--- config.mk ---
export PLATFORM = sky130hd
export DESIGN_NAME = ptcalc_poly_eval
export DESIGN_NICKNAME = d
export VERILOG_FILES = /design/src/rtl/ptcalc_poly_pkg.sv /design/src/rtl/ptcalc_poly_rnd_sat.sv /design/src/rtl/ptcalc_poly_eval.sv
export SDC_FILE = /design/constraint.sdc
export NUM_CORES = 2
export LEC_CHECK = 0
export CAP_MARGIN = 30
export CORE_UTILIZATION = 37
export DETAILED_ROUTE_END_ITERATION = 8
export PLACE_DENSITY = 0.64
export SLEW_MARGIN = 20
export SYNTH_ARGS = -nofsm -noshare
export SYNTH_HDL_FRONTEND = slang
export SYNTH_SLANG_ARGS = --single-unit
--- constraint.sdc ---
create_clock -name ap_clk -period 8.7 [get_ports ap_clk]
set_input_delay 2.175 -clock ap_clk [delete_from_list [all_inputs] [get_ports ap_clk]]
set_output_delay 2.175 -clock ap_clk [all_outputs]
set_load 0.05 [all_outputs]
--- src/rtl/ptcalc_poly_pkg.sv ---
`default_nettype none
// ============================================================================
// Module   : ptcalc_poly_pkg
// Brief    : Shared widths, FSM state type and 28-bit clamp helper for the
//            pT polynomial evaluator.
// Revision : 1.0
// ============================================================================
package ptcalc_poly_pkg;

    localparam int X_W = 16;
    localparam int C_W = 28;
    localparam int P_W = 44;

    typedef enum logic [1:0] {
        ST_IDLE = 2'd0,
        ST_MUL  = 2'd1,
        ST_ACC  = 2'd2,
        ST_DONE = 2'd3
    } state_t;

    // Returns {clamped, value}: value limited to [-2^27, 2^27-1].
    function automatic logic [C_W:0] sat28(input logic signed [P_W:0] v);
        logic [C_W:0] res;
        if ((v[P_W:C_W-1] == '0) || (v[P_W:C_W-1] == '1)) begin
            res = {1'b0, v[C_W-1:0]};
        end else if (v[P_W]) begin
            res = {1'b1, 1'b1, {(C_W-1){1'b0}}};
        end else begin
            res = {1'b1, 1'b0, {(C_W-1){1'b1}}};
        end
        return res;
    endfunction

endpackage
`default_nettype wire

--- src/rtl/ptcalc_poly_rnd_sat.sv ---
`default_nettype none
// ============================================================================
// Module   : ptcalc_poly_rnd_sat
// Brief    : Round-half-up, shift and coefficient add for one Horner step.
//            PTCALC_POLY_SAT_EN selects clamping instead of wrap on reduction.
// Revision : 1.0
// ============================================================================
module ptcalc_poly_rnd_sat
    import ptcalc_poly_pkg::*;
#(
    parameter int FRAC = 16
) (
    input  logic signed [P_W-1:0] i_prod,
    input  logic signed [C_W-1:0] i_coef,
    output logic signed [C_W-1:0] o_acc,
    output logic                  o_sat
);

    localparam logic signed [P_W:0] c_half = {{P_W{1'b0}}, 1'b1} << (FRAC - 1);

    logic signed [P_W:0] w_rsum;
    logic signed [P_W:0] w_r;
    logic signed [C_W-1:0] w_r28;
    logic signed [C_W:0] w_s;

    // One guard bit above the product so the rounding offset never overflows.
    assign w_rsum = {i_prod[P_W-1], i_prod} + c_half;
    assign w_r    = w_rsum >>> FRAC;
    assign w_s    = {w_r28[C_W-1], w_r28} + {i_coef[C_W-1], i_coef};

`ifdef PTCALC_POLY_SAT_EN
    logic [C_W:0] w_rc;
    logic [C_W:0] w_sc;

    assign w_rc  = sat28(w_r);
    assign w_r28 = w_rc[C_W-1:0];
    assign w_sc  = sat28({{(P_W-C_W){w_s[C_W]}}, w_s});
    assign o_acc = w_sc[C_W-1:0];
    assign o_sat = w_rc[C_W] | w_sc[C_W];
`else
    logic w_unused;

    assign w_r28    = w_r[C_W-1:0];
    assign o_acc    = w_s[C_W-1:0];
    assign o_sat    = 1'b0;
    assign w_unused = ^{w_r[P_W:C_W], w_s[C_W]};
`endif

endmodule
`default_nettype wire

--- src/rtl/ptcalc_poly_eval.sv ---
`default_nettype none
// ============================================================================
// Module   : ptcalc_poly_eval
// Brief    : Iterative Horner polynomial evaluator producing a 28-bit pT word.
//            PTCALC_POLY_SAT_EN enables saturating reductions and out_sat.
// Revision : 1.0
// ============================================================================
module ptcalc_poly_eval
    import ptcalc_poly_pkg::*;
#(
    parameter int N_COEF = 4,
    parameter int FRAC   = 16
) (
    input  logic                      ap_clk,
    input  logic                      ap_rst,
    input  logic                      in_valid,
    output logic                      in_ready,
    input  logic [X_W-1:0]            x_i,
    input  logic                      coef_we,
    input  logic [$clog2(N_COEF)-1:0] coef_addr,
    input  logic [C_W-1:0]            coef_wdata,
    output logic                      out_valid,
    input  logic                      out_ready,
    output logic [C_W-1:0]            pt_o,
    output logic                      out_sat
);

    localparam int c_kw = $clog2(N_COEF);

    state_t                r_state;
    state_t                w_state_nxt;
    logic [X_W-1:0]        r_x;
    logic signed [C_W-1:0] r_acc;
    logic signed [P_W-1:0] r_prod;
    logic [c_kw-1:0]       r_k;
    logic                  r_sat;
    logic signed [C_W-1:0] r_coef [N_COEF];

    logic signed [P_W-1:0] w_xe;
    logic signed [P_W-1:0] w_ae;
    logic signed [P_W-1:0] w_prod;
    logic signed [C_W-1:0] w_acc_nxt;
    logic                  w_sat;
    logic                  w_addr_ok;

    // x is unsigned, so it is zero-extended before the signed multiply.
    assign w_xe      = {{(P_W-X_W){1'b0}}, r_x};
    assign w_ae      = {{(P_W-C_W){r_acc[C_W-1]}}, r_acc};
    assign w_prod    = w_xe * w_ae;
    assign w_addr_ok = (32'(coef_addr) < 32'(N_COEF));

    ptcalc_poly_rnd_sat #(
        .FRAC (FRAC)
    ) u_rnd_sat (
        .i_prod (r_prod),
        .i_coef (r_coef[r_k]),
        .o_acc  (w_acc_nxt),
        .o_sat  (w_sat)
    );

    always_ff @(posedge ap_clk) begin
        if (ap_rst) begin
            r_state <= ST_IDLE;
        end else begin
            r_state <= w_state_nxt;
        end
    end

    always_comb begin
        w_state_nxt = r_state;
        case (r_state)
            ST_IDLE: if (in_valid) w_state_nxt = ST_MUL;
            ST_MUL:  w_state_nxt = ST_ACC;
            ST_ACC:  w_state_nxt = (r_k == '0) ? ST_DONE : ST_MUL;
            ST_DONE: if (out_ready) w_state_nxt = ST_IDLE;
            default: w_state_nxt = ST_IDLE;
        endcase
    end

    always_comb begin
        in_ready  = (r_state == ST_IDLE);
        out_valid = (r_state == ST_DONE);
        pt_o      = (r_state == ST_DONE) ? r_acc : '0;
        out_sat   = (r_state == ST_DONE) & r_sat;
    end

    // A write coincident with the accepting handshake lands after the
    // evaluation has already latched c[N_COEF-1].
    always_ff @(posedge ap_clk) begin
        if (ap_rst) begin
            r_x    <= '0;
            r_acc  <= '0;
            r_prod <= '0;
            r_k    <= '0;
            r_sat  <= 1'b0;
            for (int i = 0; i < N_COEF; i++) begin
                r_coef[i] <= '0;
            end
        end else begin
            case (r_state)
                ST_IDLE: begin
                    if (coef_we && w_addr_ok) begin
                        r_coef[coef_addr] <= coef_wdata;
                    end
                    if (in_valid) begin
                        r_x   <= x_i;
                        r_acc <= r_coef[N_COEF-1];
                        r_k   <= c_kw'(N_COEF - 2);
                        r_sat <= 1'b0;
                    end
                end
                ST_MUL: begin
                    r_prod <= w_prod;
                end
                ST_ACC: begin
                    r_acc <= w_acc_nxt;
                    r_sat <= r_sat | w_sat;
                    if (r_k != '0) begin
                        r_k <= r_k - c_kw'(1);
                    end
                end
                default: begin
                end
            endcase
        end
    end

endmodule
`default_nettype wire

# Word-level counts from Yosys, hierarchy flattened
# Memory sizes are Yosys's and may differ from the RTL's. A register that Yosys moved wholly into a read port is not among the register bits.
# Cells that the tools add are included.
# W data, S select, Z words.
dict set report op_classes {
  order_cmp 0
  eq_ne 6
  n_shift 0
  muxes 21
  n_reduce_logical 9
  div 0
  bitwise_logic 0
  addsub 3
  mul 1
}
# op n
set ops {}
lappend ops {{$mux W28} 3}
lappend ops {{$pmux W28 S2} 1}
lappend ops {{$add A44 B17 Y44 const B} 1}
lappend ops {{$mul A17 B28 Y44} 1}
lappend ops {{$add A28 B28 Y28} 1}
lappend ops {{$reduce_or A28 Y1} 1}
lappend ops {{$mux W2} 8}
lappend ops {{$pmux W2 S4} 1}
lappend ops {{$mux W1} 7}
lappend ops {{$reduce_and A2 Y1} 3}
lappend ops {{$eq A2 B2 Y1 const B} 2}
lappend ops {{$logic_not A2 Y1} 2}
lappend ops {{$ne A2 B2 Y1 const B} 2}
lappend ops {{$pmux W2 S2} 1}
lappend ops {{$reduce_bool A2 Y1} 2}
lappend ops {{$reduce_and A3 Y1} 1}
lappend ops {{$eq A2 B1 Y1 const B} 1}
lappend ops {{$ne A2 B1 Y1 const B} 1}
lappend ops {{$sub A2 B1 Y2 const B} 1}
dict set report word_totals {
  out_inout_bits 31
  regBits 92
  wordCells 46
  inputBits 51
  mem_count 1
  latch_bits 0
  ramBits 112
  romBits 0
}
# name depth word_bits read_ports rd_clocked_by_memory_dff wr line
set memory_table {}
lappend memory_table {r_coef 4 28 2 1 4 ptcalc_poly_eval.sv:37} ;# logic signed [C_W-1:0] r_coef [N_COEF];

# Logic depth before layout (Yosys ltp)
dict set report depth {
  depth_word 6
  depth_mapped 24
  mapped_depth_nobuf 23
}

# Cells and area by module
# Synthesis repeated with hierarchy kept, for this count alone.
dict set report unflattened {
  hier_cells 2861
  area_unflattened_um2 26664.3
}
# mod instances cells_per_inst seq_area_each_um2 area_per_inst_um2
set by_module_without_submodules {}
lappend by_module_without_submodules {ptcalc_poly_eval 1 2553 5265.0 24476.0}
lappend by_module_without_submodules {ptcalc_poly_rnd_sat 1 308 0.0 2188.3}

# Least setup slack after synthesis
# No wires, ideal clock.
dict set report synth_timing {
  path_kind {flip-flop to flip-flop}
  from {register r_x[3]}
  to {register r_prod[42]}
  t_arrival_ps 6262
  n_path_buf 2
  synth_period_minus_slack_ps 6332
  path_slack_ps 2368
  stages_incl_launch_ff 21
  path_cell_list {dfxtp_1 > clkbuf_1 > buf_1 > nand2_1 > fa_1 > fa_1 > inv_1 > fa_1 > fa_1 > fa_1 > inv_1 > fa_1 > inv_1 > ha_1 > a21oi_1 > o21bai_1 > a21o_1 > a2111oi_0 > o21ai_0 > a311o_1 > a21oi_1}
}
dict set report synth_between {
  elab_chain_cells 1
}
# element line
set synth_lines {}
lappend synth_lines {{start: declaration} ptcalc_poly_eval.sv:32} ;# logic [X_W-1:0] r_x;
lappend synth_lines {{start signal: assignment} ptcalc_poly_eval.sv:106} ;# r_x <= x_i;
lappend synth_lines {{$mul A17 B28 Y44} ptcalc_poly_eval.sv:49} ;# assign w_prod = w_xe * w_ae;
lappend synth_lines {{end signal: assignment} ptcalc_poly_eval.sv:113} ;# r_prod <= w_prod;
lappend synth_lines {{end: declaration} ptcalc_poly_eval.sv:34} ;# logic signed [P_W-1:0] r_prod;
# No other way between the ends.
# A chain may end at the register's enable or synchronous reset.

# Final worst setup path
dict set report layout_timing {
  from {register r_x[2]}
  to {register r_prod[42]}
}
# The elaborated chain is that of the path after synthesis.

==> results <==
- The run finished with clean final reports.
- Setup repair after global routing left no endpoint under its margin.
- The leading register cell type out of synthesis is sky130_fd_sc_hd__edfxtp_1.
- The hold buffer count at CTS is 0.
- Hold is met by 0.503 ns.
- Clock tree synthesis found a total of 191 sinks.
- The worst setup path is launched from a register.
- Relative to the synthesized area, the layout overhead comes to 9.05%.
- The fraction of synthesis flops using an asynchronous set or reset pin is 0%.
- The most used cell along the critical path is sky130_fd_sc_hd__fa_1.
- Clock latency on the worst-skew pair, taken at its later pin, is 0.46 ns.
- Counting instances, the worst hold path has a depth of 2.
- Summing all multi-input logic gate instances after layout gives 18300 sq um.
- The number of port buffers is 80.
- The total half-perimeter wirelength after legalization and detailed placement is 49.9 mm.
- Setup violations remaining at the end of the flow were counted as 0.
- In this run the static leakage power is 13.1 nW.
- Following the worst setup path forward leads to its endpoint at r_prod[42].
- The core region is 68500 sq um.
- For this run the aggregate overflow at the end of global routing stands at 0.
- The number of placed instances, taps included is 3551.
- The minimum clock period after layout is 7.16 ns.
- The largest incremental delay on the critical path is 0.89 ns.
- Between clock sinks in the finished design, the worst skew comes to 0.0144 ns.
- The worst-case headroom to the max-slew limit is 32.9%.
- The family with the most delay on the worst path is adder cells.
- The capture instance of the worst register-to-register path is r_prod[42].
- After detailed routing, the number of remaining DRC violations is 0.
- Once the clock tree was built, the setup fixing pass inserted 0 buffers.
- Ranked by instance count, the synthesized netlist is headed by sky130_fd_sc_hd__inv_1 (478), sky130_fd_sc_hd__fa_1 (427), sky130_fd_sc_hd__nand2_1 (352), sky130_fd_sc_hd__and2_1 (307), sky130_fd_sc_hd__ha_1 (133).
- The layout cell share with drive strength beyond 1 is 5.07%.
- The peak fanout along the critical path is 17.
- The site row count is 96.
- Static timing analysis puts the maximum clock frequency at 0.140 GHz.
- The maximum level of the CTS H-tree is 4.
- The number of standard cells in the layout, taps in and fillers out is 3584.
- The number of antenna violations at the first check in global routing was 1.
- The global-route wire length before repair is 106 mm.
- The storage element area is 4950 sq um.
- Measured along the x axis, the die boundary spans 265 um.
- The number of primary I/O pins is 82.
- The worst setup path is captured at a register.
- The power density over the cells is 107 nW/um^2.
- Gates resized during post-CTS repair numbered 0.
- In the post-synthesis netlist, the biggest area contributors are sky130_fd_sc_hd__fa_1 (33%), sky130_fd_sc_hd__edfxtp_1 (13%), sky130_fd_sc_hd__and2_1 (7.5%).
- For this run, the total global-route usage over all layers was measured as 19.3%.
- The total of fill cells in the finished design is 6776.
- The mean number of vias per cell is 5.03.
- The transition time of the tightest slew-check pin is 1.01 ns.
- The warning count from the yosys run is 0.
- The final clock period utilization by the worst path is 82.3%.
- In the post-synthesis netlist, the cell with the most instances is sky130_fd_sc_hd__inv_1.
- The classification of the worst setup path is register to register.
- The summed negative setup slack over all endpoints is 0 ns.
- The count of buffer and inverter cells on the critical path is 3.
- The cell area after placement is 27300 sq um.
- At the worst endpoint, the required time is 9.09 ns.
- The worst hold path begins at r_prod[15].
- The number of CTS-inserted buffers is 17.
- After layout, the worst setup slack is 1.54 ns.
- The detailed router placed 18000 vias in this run.
- In this run, synthesis inferred 112 flip-flops with an integrated enable.
- Counting buffers and inverters, the worst setup path is 18 cells deep.
- The die is 265 um tall.
- The worst-case vdd ir drop is 105 uV.
- The final-report hold violation count is 0.
- TritonCTS built the clock tree.
- After the first detailed-routing iteration, the DRC count stood at 996.
- In this run the worst hold path is classified as register to register.
- Before antenna repair, the detailed router went through 5 iterations.
- Tracing the worst setup path back leads to its startpoint at r_x[2].
- The synthesized netlist contains 78 unique library cells.
- The cell area after layout is 27900 sq um.
- For this block, the routed nets add up to 63.9 mm of wire.
- The largest individual stage delay along the critical path comes from the cell sky130_fd_sc_hd__dfxtp_1.
- The via count of the first global-routing pass is 19300.
- The sequential fraction of the synthesis area is 19.3%.
- The count of antenna diodes in the layout is 0.
- The number of storage elements in the synthesis netlist is 191.
- The top cell type by area accounts for 33.4% of the synthesized area.
- The antenna violation net count after detailed routing is 0.
- Clock tree synthesis selected as its root buffer the cell sky130_fd_sc_hd__clkbuf_16.
- Traced cell by cell, the critical path runs through nand2_1 > fa_1 > fa_1 > inv_1 > fa_1 > fa_1 > fa_1 > inv_1 > fa_1 > inv_1 > ha_1 > a21oi_1 > o21bai_1 > a21o_1 > a2111oi_0 > o21ai_0 > a311o_1 > a21oi_1.
- The end-of-flow core utilization is 40.7%.
- The tool flagged a number of max-cap violations equal to 0.
- The overall die area is 70200 sq um.
- The number of slew-limit violations in the final report came to 0.
- The worst-case setup slack after placement is 1.55 ns.
- The post-synthesis instance total is 2689.
- Clock-pin slew was measured on the worst setup and hold paths at 0.08 ns.
- The worst reg-to-reg path cell count is 18.
- Averaged over all synthesized cells, the footprint is 9.51 sq um.
- The biggest area contributor in the post-synthesis netlist is sky130_fd_sc_hd__fa_1.
- In this run the deepest clock path goes through 2 buffers.
- The total standard cell area after synthesis is 25600 sq um.
- The setup check on the worst reg-to-reg path leaves a slack of 1.54 ns.
- Overall power consumption after layout is estimated at 2.99 mW.
- Synthesis produced a netlist with a net count of 3300.
- Entering global routing, the biggest net connects 49 pins.
- The congestion estimate from routability-driven global placement came to 0.867.
- The post-detailed-route wirelength per cell is 17.8 um.
- For this run, the post-layout net count is 3301.
- The initial core utilization is 37.4%.
- The arrival time of data at the critical path endpoint is 7.54 ns.
- The startpoint identified for the worst register-to-register timing path is r_x[2].
## registers in the layout (all words and copies together), names as in the netlist, named ones only
| signal | flops |
|---|---|
| r_state | 2 |
| r_coef | 112 |
| r_acc | 28 |
| r_k | 2 |
| r_x | 16 |
| r_prod | 29 |
## area by class of cell
| cell class | instances | share of cell area (%) |
|---|---|---|
| multi-input cells | 1877 | 65.6 |
| inverters | 478 | 6.43 |
| clock buffers | 17 | 1.53 |
| clock inverters | 14 | 0.520 |
| flip-flops and latches | 191 | 17.7 |
| repair buffers | 125 | 4.20 |
| well taps | 882 | 3.96 |
## worst min-delay path by stage
stage	slack, ns	to
global route	0.54	r_prod[32]
floorplan	0.46	r_prod[34]
CTS	0.50	r_prod[15]
finish	0.50	r_prod[15]
global placement	0.49	r_prod[15]
detailed placement	0.48	r_prod[15]
## routing by layer
layer  GRT usage (%)  part of all wire [%]  up-vias
met5               0                 0.014        -
met4            4.91                   1.8        2
met3            3.12                   5.3       62
met2            32.3                    48      444
met1            26.0                    45     9060
li1                -                     -     8475
## cells in the final DEF (no fill, tap or decap), drive strengths merged, types with 32 or more instances in the layout
master	instances
inv	485
fa	427
buf	46
a21oi	83
a21o	42
clkdlybuf4s50	79
and2	307
dfxtp	79
a211oi	32
and3	50
nor2	62
o21ai	44
xnor2	48
ha	133
nand2	352
edfxtp	112
## report_power, final
part | internal, mW | total (mW) | switching [mW]
combinational | 0.429 | 1.05 | 0.626
sequential | 1.02 | 1.16 | 0.136
clock | 0.381 | 0.781 | 0.400
## worst reg2reg max path, cell delays in order (launching register included)
cell and delay (ns):
sky130_fd_sc_hd__dfxtp_1 0.89, sky130_fd_sc_hd__nand2_1 0.34, sky130_fd_sc_hd__fa_1 0.81, sky130_fd_sc_hd__fa_1 0.45
sky130_fd_sc_hd__inv_1 0.31, sky130_fd_sc_hd__fa_1 0.51, sky130_fd_sc_hd__fa_1 0.51, sky130_fd_sc_hd__fa_1 0.50
sky130_fd_sc_hd__inv_1 0.05, sky130_fd_sc_hd__fa_1 0.47, sky130_fd_sc_hd__inv_1 0.04, sky130_fd_sc_hd__ha_1 0.36
sky130_fd_sc_hd__a21oi_1 0.18, sky130_fd_sc_hd__o21bai_1 0.07, sky130_fd_sc_hd__a21o_1 0.17, sky130_fd_sc_hd__a2111oi_0 0.79
sky130_fd_sc_hd__o21ai_0 0.17, sky130_fd_sc_hd__a311o_1 0.38, sky130_fd_sc_hd__a21oi_1 0.10
## logic make-up (layout without fill, tap and decap cells)
logic type,count (synthesis),after routing,synth area share [%]
other,1,1,0.0147
AOI/OAI and AO/OA,297,297,7.90
and+or+nand+nor,901,901,18.0
xor gates and xnor gates,74,74,2.53
adders and majority gates,560,560,39.9
buffers and inverters,621,634,9.18
DFF,191,191,19.3
muxes,44,44,3.12
Note: power is estimated with default switching activity, not from simulation.
